$ cat config.mk
export PLATFORM = sky130hd
export DESIGN_NAME = spi_cmd_ctrl
export DESIGN_NICKNAME = d
export VERILOG_FILES = /design/src/rtl/spi_cmd_ctrl.sv
export SDC_FILE = /design/constraint.sdc
export NUM_CORES = 1
export LEC_CHECK = 0
export CAP_MARGIN = 10
export CORE_MARGIN = 4
export CORE_UTILIZATION = 48
export CTS_CLUSTER_SIZE = 25
export DETAILED_ROUTE_END_ITERATION = 8
export PLACE_DENSITY_LB_ADDON = 0.2
export SETUP_SLACK_MARGIN = 0.2
export SYNTH_ARGS = -nofsm -noshare
export SYNTH_HDL_FRONTEND = slang
export SYNTH_SLANG_ARGS = --single-unit
export TNS_END_PERCENT = 10
$ cat constraint.sdc
create_clock -name clk -period 2.9 [get_ports clk]
set_input_delay 0.58 -clock clk [delete_from_list [all_inputs] [get_ports clk]]
set_output_delay 0.58 -clock clk [all_outputs]
set_load 0.05 [all_outputs]
$ cat src/rtl/spi_cmd_ctrl.sv
// spi_cmd_ctrl: decodes SPI frames (opcode, address, data stream) into
// register-bus read/write strobes and a miner start pulse, and sequences
// the byte the SPI slave shifts out on MISO.
// Optional feature: define SPI_CTRL_FRAME_ERR_EN for the sticky frame_err flag.
module spi_cmd_ctrl #(
  parameter int ADDR_W = 8
) (
  input  logic              clk,
  input  logic              rst,
  input  logic              ssel,
  input  logic              byte_rcvd,
  input  logic [7:0]        rx_data,
  input  logic              data_needed,
  output logic [7:0]        tx_data,
  output logic [ADDR_W-1:0] reg_addr,
  output logic              reg_wr_en,
  output logic [7:0]        reg_wdata,
  output logic              reg_rd_en,
  input  logic [7:0]        reg_rd_data,
  input  logic [7:0]        status_in,
  output logic              start
`ifdef SPI_CTRL_FRAME_ERR_EN
  ,
  output logic              frame_err
`endif
);

  localparam logic [7:0] OP_WR      = 8'h01;
  localparam logic [7:0] OP_RD      = 8'h02;
  localparam logic [7:0] OP_START   = 8'h10;
`ifdef SPI_CTRL_FRAME_ERR_EN
  localparam logic [7:0] OP_CLR_ERR = 8'h20;
`endif

  typedef enum logic [2:0] {
    S_IDLE,
    S_ADDR_WR,
    S_ADDR_RD,
    S_DATA_WR,
    S_DATA_RD,
    S_IGNORE
  } state_t;

  state_t state, state_n;

  logic ssel_meta, ssel_sync;
  logic armed;
  logic rd_pend;      // address byte of a read seen, strobe goes out next clk
  logic byte_ok;      // byte_rcvd that the FSM is allowed to act on
  logic ld_addr;      // load address counter from rx_data
  logic rd_start;     // read address byte: schedule first read
  logic do_rd;        // read data byte: read strobe on next clk
  logic do_wr;        // write data byte: write strobe on next clk
  logic do_start;     // start opcode
  logic tx_zero;      // entering a state whose MISO filler is 0x00
  logic rd_busy;      // a read is scheduled or its capture is pending
`ifdef SPI_CTRL_FRAME_ERR_EN
  logic err_set, err_clr, err_end;
`endif

  // Two-flop ssel synchronizer. Resets to "selected" so a frame that is
  // already running when reset releases is not mistaken for a fresh one.
  always_ff @(posedge clk or posedge rst) begin
    if (rst) begin
      ssel_meta <= 1'b0;
      ssel_sync <= 1'b0;
    end else begin
      ssel_meta <= ssel;
      ssel_sync <= ssel_meta;
    end
  end

  // Opcode decoding re-arms only after ssel has been seen high since reset.
  always_ff @(posedge clk or posedge rst) begin
    if (rst)            armed <= 1'b0;
    else if (ssel_sync) armed <= 1'b1;
  end

  assign rd_busy = rd_pend | reg_rd_en;

  // FSM state register.
  always_ff @(posedge clk or posedge rst) begin
    if (rst) state <= S_IDLE;
    else     state <= state_n;
  end

  // Next state and per-byte actions; frame end overrides the next state.
  always_comb begin
    state_n  = state;
    byte_ok  = byte_rcvd && (armed || (state != S_IDLE));
    ld_addr  = 1'b0;
    rd_start = 1'b0;
    do_rd    = 1'b0;
    do_wr    = 1'b0;
    do_start = 1'b0;
    tx_zero  = 1'b0;
`ifdef SPI_CTRL_FRAME_ERR_EN
    err_set  = 1'b0;
    err_clr  = 1'b0;
    err_end  = 1'b0;
`endif
    if (byte_ok) begin
      unique case (state)
        S_IDLE: begin
          case (rx_data)
            OP_WR: begin
              state_n = S_ADDR_WR;
              tx_zero = 1'b1;
            end
            OP_RD: begin
              // status byte stays on MISO until the first read capture
              state_n = S_ADDR_RD;
            end
            OP_START: begin
              do_start = 1'b1;
              state_n  = S_IGNORE;
              tx_zero  = 1'b1;
            end
`ifdef SPI_CTRL_FRAME_ERR_EN
            OP_CLR_ERR: begin
              err_clr = 1'b1;
              state_n = S_IGNORE;
              tx_zero = 1'b1;
            end
`endif
            default: begin
`ifdef SPI_CTRL_FRAME_ERR_EN
              err_set = 1'b1;
`endif
              state_n = S_IGNORE;
              tx_zero = 1'b1;
            end
          endcase
        end
        S_ADDR_WR: begin
          ld_addr = 1'b1;
          state_n = S_DATA_WR;
          tx_zero = 1'b1;
        end
        S_DATA_WR: do_wr = 1'b1;
        S_ADDR_RD: begin
          ld_addr  = 1'b1;
          rd_start = 1'b1;
          state_n  = S_DATA_RD;
        end
        S_DATA_RD: do_rd = 1'b1;
        S_IGNORE:  ;
        default:   state_n = S_IDLE;
      endcase
    end
    if (ssel_sync) begin
`ifdef SPI_CTRL_FRAME_ERR_EN
      // frame closed before its address byte arrived
      err_end = (state_n == S_ADDR_WR) || (state_n == S_ADDR_RD);
`endif
      // let an outstanding read land in tx_data before dropping to IDLE
      if (!(rd_busy || rd_start || do_rd)) state_n = S_IDLE;
    end
  end

  // Bus strobes, write data and the read pipeline.
  always_ff @(posedge clk or posedge rst) begin
    if (rst) begin
      reg_wr_en <= 1'b0;
      reg_wdata <= 8'h00;
      reg_rd_en <= 1'b0;
      rd_pend   <= 1'b0;
      start     <= 1'b0;
    end else begin
      reg_wr_en <= do_wr;
      reg_rd_en <= rd_pend | do_rd;
      rd_pend   <= rd_start;
      start     <= do_start;
      if (do_wr) reg_wdata <= rx_data;
    end
  end

  // Address counter: increments after each write strobe / read capture.
  always_ff @(posedge clk or posedge rst) begin
    if (rst)                         reg_addr <= '0;
    else if (ld_addr)                reg_addr <= ADDR_W'(rx_data);
    else if (reg_wr_en || reg_rd_en) reg_addr <= reg_addr + ADDR_W'(1);
  end

  // MISO byte: read capture wins, then 0x00 filler, then live status in IDLE.
  always_ff @(posedge clk or posedge rst) begin
    if (rst)                  tx_data <= 8'h00;
    else if (reg_rd_en)       tx_data <= reg_rd_data;
    else if (tx_zero)         tx_data <= 8'h00;
    else if (state == S_IDLE) tx_data <= status_in;
  end

`ifdef SPI_CTRL_FRAME_ERR_EN
  // Sticky error; the clear opcode wins over a same-cycle set.
  always_ff @(posedge clk or posedge rst) begin
    if (rst)                     frame_err <= 1'b0;
    else if (err_clr)            frame_err <= 1'b0;
    else if (err_set || err_end) frame_err <= 1'b1;
  end
`endif

  // The slave must never see tx_data move while it is loading it.
  a_tx_stable: assert property (@(posedge clk) disable iff (rst)
    (data_needed && $past(data_needed)) |-> (tx_data == $past(tx_data)));

  // Strobes are single-cycle: bytes are always several clocks apart.
  a_wr_pulse: assert property (@(posedge clk) disable iff (rst)
    reg_wr_en |=> !reg_wr_en);
  a_start_pulse: assert property (@(posedge clk) disable iff (rst)
    start |=> !start);

endmodule

Yosys cells after proc, flatten, opt, wreduce, memory -nomap -nowiden
Index checks and enable logic that the tools add are counted.
{ "op_classes": {"n_eq_ne": 8, "mux": 24, "bitwise": 2, "reduce_logical": 11, "addsub": 1} }
{ "ops": {"columns": ["op", "n"], "rows": [
  ["$mux W8", 5],
  ["$mux W1", 13],
  ["$pmux W3 S4", 1],
  ["$mux W3", 3],
  ["$add A8 B1 Y8 const B", 1],
  ["$eq A8 B1 Y1 const B", 1],
  ["$eq A8 B2 Y1 const B", 1],
  ["$eq A8 B5 Y1 const B", 1],
  ["$eq A3 B2 Y1 const B", 2],
  ["$eq A3 B3 Y1 const B", 2],
  ["$pmux W3 S2", 1],
  ["$reduce_bool A3 Y1", 2],
  ["$logic_or A1 B1 Y1", 4],
  ["$eq A3 B1 Y1 const B", 1],
  ["$logic_not A3 Y1", 1],
  ["$reduce_or A3 Y1", 1],
  ["$or A1 B1 Y1", 2],
  ["$pmux W1 S2", 1],
  ["$reduce_bool A2 Y1", 1],
  ["$reduce_or A2 Y1", 1],
  ["$logic_and A1 B1 Y1", 1]
]} }
{ "totals": {"output_inout_bits": 27, "elab_cells": 57, "register_bits": 34, "in_bits": 29} }

Longest topological paths before layout
Gate-level depths: netlist of run 1.
{ "logic_depth": {"depth_word": 8, "mapped_depth": 6, "mapped_depth_nobuf": 5} }

Worst setup path after synthesis of run 1
Ideal clock, no wire load.
{ "synth_path": {"path_kind": "reg-to-reg", "start": "register reg_rd_en", "end": "register tx_data[0]", "t_required_ns": 2.814, "path_buffers": 1, "t_arrival_ns": 1.608, "setup_ns": 0.086, "stages_incl_launch_ff": 6, "path_slack_ns": 1.206, "period_less_slack_ns": 1.694, "path_cell_list": "dfrtp_1 > clkbuf_1 > clkinv_1 > nand3_1 > o22ai_1 > nor3_1"} }
{ "synth_between": {"elab_chain_len": 1, "elab_cells_between_ends": 2, "classes_between": "mux (1); reduce/logical (1)"} }
{ "synth_lines": {"columns": ["item", "line", "source"], "rows": [
  ["from (decl)", "18", "output logic reg_rd_en,"],
  ["from (signal assigned)", "171", "reg_rd_en <= rd_pend | do_rd;"],
  ["$reduce_bool A3 Y1 (no line) / $mux W8 (equally long branches)", null, null],
  ["to (signal assigned)", "188", "else if (reg_rd_en) tx_data <= reg_rd_data;"],
  ["to (signal assigned)", "190", "else if (state == S_IDLE) tx_data <= status_in;"],
  ["to (decl)", "14", "output logic [7:0] tx_data,"]
]} }
Parallel ways exist; a longest one is shown, timed or not.
A chain may end at the register's enable or synchronous reset.

Final worst setup path of run 1
{ "layout_path": {"start": "register reg_rd_en", "end": "output port reg_rd_en"} }
No word-level cell between the ends.

==> results of run 1 <==
==> worst reg2reg max path: stages (launching register included) <==
cell,delay [ns]
dfrtp_1,0.48
nor2_1,0.30
o211ai_1,0.20
a211oi_2,0.51
nor3_1,0.14
==> state kept, by name, summed over array words and instances, names as in the netlist <==
name       flops
armed          1
rd_pend        1
reg_addr       8
reg_rd_en      1
reg_wdata      8
reg_wr_en      1
ssel_meta      1
ssel_sync      1
start          1
state          3
tx_data        8
==> area by class of cell <==
class                           instances  area [µm²]
Clock buffer                            7       45.04
Multi-Input combinational cell        122       683.2
Inverter                                5       18.77
Sequential cell                        34       850.8
Timing Repair Buffer                   56       555.5
Tap cell                               44       55.05
Fill cell                             261       894.6
==> placed cells by master, fill, tap and decap left out <==
master / n
or3_2: 1
o22ai_1: 8
nor4_1: 1
clkbuf_4: 5
nor2_1: 12
nor3b_1: 2
ha_1: 1
nand2b_1: 2
mux2i_1: 1
dfrtp_1: 34
xnor2_1: 4
clkbuf_1: 2
xor2_1: 5
nand3_1: 3
nand4b_1: 3
nor3_1: 14
buf_4: 2
nor4b_4: 1
a21o_1: 1
clkdlybuf4s50_1: 54
and3_1: 1
inv_1: 3
or2_2: 2
a21oi_1: 2
clkinv_1: 2
o211ai_1: 2
or3b_4: 1
nor2b_1: 2
a31o_2: 1
and2b_2: 1
nand2_1: 36
a211oi_2: 1
o21ai_0: 14
==> power breakdown <==
part,internal [mW],switching (mW)
Combinational,0.521,0.981
Clock,0.0913,0.141
Sequential,0.670,0.175
Total,1.28,1.30
==> final timing paths <==
kind	startpoint	endpoint	slack, ns
min in group asynchronous	rst	tx_data[0]$_DFFE_PP0P_	0.62
worst min register to register	ssel_meta$_DFF_PP0_	ssel_sync$_DFF_PP0_	0.35
worst max-delay path	reg_rd_en$_DFF_PP0_	reg_rd_en	0.58
max in group asynchronous	rst	reg_addr[1]$_DFFE_PP0P_	1.97
worst min-delay path	ssel_meta$_DFF_PP0_	ssel_sync$_DFF_PP0_	0.35
worst max register to register	state[2]$_DFF_PP0_	tx_data[3]$_DFFE_PP0P_	1.15
==> metrics by stage <==
stage	power (mW)	setup WS, ns
2_1_floorplan	1.848	1.206
3_3_place_gp	2.320	0.5547
3_5_place_dp	2.358	0.5090
4_1_cts	2.601	0.5622
5_1_grt	2.755	0.5198
6_report	2.579	0.5841
==> layer usage <==
metal	GRT usage (%)	part of all wire, %
met2	33.88	49
met1	24.83	42
met4	8.808	2.3
met3	5.641	6.6
met5	0	0
==> cells by family after synthesis <==
| group | Yosys count | synth area share [%] |
|---|---|---|
| compound gates | 29 | 11.01 |
| buf+inv | 11 | 2.852 |
| fa+ha+maj | 1 | 0.7923 |
| xor+xnor | 9 | 4.992 |
| mux | 1 | 0.6339 |
| simple gates | 82 | 25.83 |
| flops | 34 | 53.88 |
==> summary.txt, run 1 <==
Outcome
  • Status: complete, no violations

CTS
  • Num CTS Buffers: 5
  • Clk buf depth: 2
  • CTS tree: yes
  • Worst-path clk slew: 0.08 ns
  • Maximum level of the CTS H-tree: 2
  • Post-CTS Setup Bufs: 0
  • Root Driver: clkbuf_4
  • Post-cts sizing count: 0
  • Worst-Skew Late Latency: 0.33 ns
  • # hold bufs at CTS: 0
  • # clock sinks: 34

Cells and area
  • Post-layout util: 71.17%
  • # diodes: 0
  • Final Cell Area: 2208 µm²
  • Nets: 254
  • Final non-filler cell total: 268
  • Layout area overhead: 39.86%
  • Share of layout cells above drive strength 1: 6.696%

Die
  • Starting Density: 50.89%
  • Total I/O pin count: 56
  • Row count: 20
  • Die area: 4271 µm²
  • Total core area: 3103 µm²
  • Die Ht: 65.36 µm
  • Die W: 65.36 µm

STA
  • Setup TNS: 0 ns
  • Period minus WS final: 2.316 ns
  • Fmax: 431.8 MHz
  • Final hold vios: 0
  • RSZ-0062 raised after global routing: false
  • Final setup fails: 0
  • Final count of pins violating max slew: 0
  • Hold_ws: 0.3545 ns
  • Tightest Pin Transition: 0.5310 ns
  • Crit share post-route: 79.86%
  • Skew final: 0.01112 ns
  • Relative slew slack: 64.54%

Synth
  • Yosys top cell area share: 53.88%
  • Syn. warnings: 0
  • Synth async-reset ratio: 100.0%
  • Commonest cells post-synth: 36 x nand2_1, 34 x dfrtp_1, 14 x nor3_1, 14 x o21ai_0, 12 x nor2_1
  • Cells after Synth: 167
  • Yosys top cell by area: dfrtp_1
  • Post-synth EDFFs: 0
  • Post-synthesis area per instance: 9.455 µm²
  • Yosys reg bits: 34
  • Number of distinct library cells after synthesis: 32
  • Sequential-to-total area share from yosys stat: 53.88%
  • Syn nets: 197
  • Post-synth top flop: dfrtp_1
  • Most common cell in the netlist: nand2_1
  • Synth top area cells: dfrtp_1 54%, nand2_1 8.6%, nor3_1 4.4%
  • Mapped Area: 1579 µm²

Routing
  • DRC Markers: 0
  • DR vias/cell: 5.317
  • Final ANT Viol Nets: 0
  • Routed wire length: 3816 µm
  • Vias: 1425
  • WL per Instance: 14.24 µm
  • DR iter-0 viols: 60
  • First-pass DRT Iterations: 4

GRT
  • Vias in the first global route: 1479
  • Wire length of the first global-routing pass: 6651 µm
  • Initial antenna violation count: 0
  • GR Util All Layers: 20.42%
  • Largest net degree at the start of global routing: 35
  • GRT overflow: 0

Setup path
  • Critical path's top delay family: buffers and inverters
  • CP max stage delay: 0.87 ns
  • Slowest CP cell: clkdlybuf4s50_1
  • CP max FO: 9
  • CP Buf/Inv Count: 1
  • Arr. time, crit path: 1.74 ns
  • Critical path depth: 1
  • Worst EP required: 2.32 ns
  • Crit-path cells: clkdlybuf4s50_1
  • Crit Path Class: flip-flop to output port
  • Critical Path Source Type: flip-flop
  • CP endpoint kind: output port
  • Reg2reg path depth: 4

Power and ir drop
  • Power per cell area: 1168 nW/µm²
  • Worst VDD drop: 0.6344 mV
  • P_leak: 0.9172 nW

Placed design
  • Final Wtd Congestion: 0.7638
  • Inst Count DP: 261
  • DP Area: 2163 µm²
  • Input/output buffers: 54
  • Hpwl dp: 2876 µm

Worst hold path
  • Hold path depth: 0
  • Hold Crit Class: flip-flop to flip-flop

Run
  • Max_cap viols: 0
Power figures use the tool's default switching activity.
==> run 2: changes to the inputs <==
--- a/config.mk
+++ b/config.mk
@@ -7,7 +7,7 @@
 export LEC_CHECK = 0
 export CAP_MARGIN = 10
 export CORE_MARGIN = 4
-export CORE_UTILIZATION = 48
+export CORE_UTILIZATION = 44
 export CTS_CLUSTER_SIZE = 25
 export DETAILED_ROUTE_END_ITERATION = 8
 export PLACE_DENSITY_LB_ADDON = 0.2
==> constraint.sdc (replaced) <==
create_clock -name clk -period 2.4 [get_ports clk]
set_input_delay 0.48 -clock clk [delete_from_list [all_inputs] [get_ports clk]]
set_output_delay 0.48 -clock clk [all_outputs]
set_load 0.05 [all_outputs]
==> run 2 against run 1 <==
Against the previous run:
- sequential share of layout area is 1.2 points lower
- flip-flop and latch count unchanged
- largest power group unchanged
- utilization shrank 3.9 points
- combinational power increased by 23%
- register-to-register slack got worse by 0.55 ns
- worst setup slack worse by 0.26 ns
- die area increased by 8.0%
- count of clock-buffer cells in the layout unchanged
- clock power grew 75%
- total power rose by 26%
- critical endpoint is now reg_addr[5]
- highest routed layer unchanged
- critical path depth did not move
==> summary.txt, run 2 (synthesis gave the netlist of run 1 again) <==
Power and ir drop
  • P_leak: 0.9552 nW
  • Power per cell area: 1429 nW/µm²
  • Total Power: 3.255 mW
  • Worst VDD drop: 0.9338 mV

STA
  • Relative slew slack: 63.30%
  • Crit share post-route: 86.50%
  • Tightest Pin Transition: 0.5495 ns
  • Setup TNS: 0 ns
  • Final setup fails: 0
  • Final count of pins violating max slew: 0
  • RSZ-0062 raised after global routing: false
  • Final hold vios: 0
  • Skew final: 0.01093 ns
  • Period minus WS final: 2.076 ns
  • Fmax: 481.7 MHz

CTS
  • Root Driver: clkbuf_4
  • Num CTS Buffers: 5
  • CTS tree: yes
  • Maximum level of the CTS H-tree: 2
  • # clock sinks: 34
  • Post-cts sizing count: 0
  • Clk buf depth: 2
  • Worst-path clk slew: 0.10 ns
  • Worst-Skew Late Latency: 0.34 ns
  • # hold bufs at CTS: 0
  • Post-CTS Setup Bufs: 0

GRT
  • Vias in the first global route: 1531
  • GRT overflow: 0
  • Wire length of the first global-routing pass: 6734 µm
  • Largest net degree at the start of global routing: 35
  • Initial antenna violation count: 0
  • GR Util All Layers: 19.94%

Cells and area
  • Fillers: 283
  • Layout area overhead: 44.30%
  • Commonest non-fill, non-tap cell in the layout: clkdlybuf4s50_1
  • Largest regs: reg_addr: 8 flops, reg_wdata: 8 flops, tx_data: 8 flops
  • Final non-filler cell total: 276
  • # diodes: 0
  • Share of layout cells above drive strength 1: 9.130%
  • Nets: 259
  • Commonest cells after routing, fill and taps aside: 54 x clkdlybuf4s50_1, 36 x nand2_1, 34 x dfrtp_1

Die
  • Die Ht: 67.91 µm
  • Row count: 21
  • Starting Density: 46.59%
  • Total core area: 3390 µm²
  • Die area: 4611 µm²
  • Die W: 67.91 µm
  • Total I/O pin count: 56

Routing
  • Vias: 1430
  • Final ANT Viol Nets: 0
  • Routed wire length: 3883 µm
  • WL per Instance: 14.07 µm
  • DR iter-0 viols: 59
  • DRC Markers: 0
  • First-pass DRT Iterations: 4
  • DR vias/cell: 5.181

Setup path
  • Critical Path Source Type: flip-flop
  • Worst EP required: 1.92 ns
  • Slowest CP cell: clkdlybuf4s50_1
  • Crit-path cells: clkdlybuf4s50_1
  • CP max stage delay: 0.83 ns
  • CP max FO: 4
  • Arr. time, crit path: 1.60 ns
  • Critical path's top delay family: buffers and inverters
  • CP endpoint kind: output port
  • Crit Path Class: flip-flop to output port
  • CP Buf/Inv Count: 1

Placed design
  • Inst Count DP: 268
  • Final Wtd Congestion: 0.7874
  • Input/output buffers: 54
  • Hpwl dp: 2989 µm

Run
  • Max_cap viols: 0

Worst hold path
  • Hold Crit Class: flip-flop to flip-flop

Outcome
  • Status: complete, no violations
==> run 2: area by class of cell <==
cell class | instances | area [µm²] | share of cell area [%]
clock buffer | 7 | 45.04 | 1.977
tap | 46 | 57.56 | 2.526
clock inverter | 1 | 30.03 | 1.318
timing repair buffer | 61 | 593.1 | 26.03
multi-input combinational | 122 | 683.2 | 29.98
inverter | 5 | 18.77 | 0.8237
sequential | 34 | 850.8 | 37.34
==> run 2: per-layer routing <==
metal  GRT usage [%]  up-vias  part of all wire (%)
li1                -      694                     -
met1           22.33      680                    41
met2           33.90       50                    49
met3           7.882        6                   7.7
met4           7.940        0                   1.6
met5               0        -                     0
==> run 2: per-stage QoR <==
stage	utilization (%)	instance area (µm²)	hold WS, ns	worst slack (ns)
6_report	67.22	2278	0.3549	0.3240
4_1_cts	67.22	2278	0.3585	0.3105
5_1_grt	67.22	2278	0.3722	0.2566
3_5_place_dp	65.01	2203	0.3370	0.2052
3_3_place_gp	65.01	2203	0.3328	0.2545
2_1_floorplan	-	1579	0.3312	0.7061
==> run 2: final timing paths <==
kind	cells past startpoint	from	slack [ns]	end
max	1	reg_addr[5]$_DFFE_PP0P_	0.32	reg_addr[5]
min	0	ssel_meta$_DFF_PP0_	0.35	ssel_sync$_DFF_PP0_
max reg2reg	4	state[1]$_DFF_PP0_	0.60	tx_data[6]$_DFFE_PP0P_
min reg2reg	0	ssel_meta$_DFF_PP0_	0.35	ssel_sync$_DFF_PP0_
max in group asynchronous	3	rst	1.55	armed$_DFFE_PP0P_
min in group asynchronous	3	rst	0.54	tx_data[4]$_DFFE_PP0P_
==> run 2: where the power goes <==
group | total, mW | leakage [nW] | switching, mW | internal, mW
clock network | 0.405 | 0.0395 | 0.184 | 0.221
registers | 1.01 | 0.418 | 0.197 | 0.809
logic | 1.84 | 0.497 | 1.20 | 0.643
total | 3.25 | 0.955 | 1.58 | 1.67
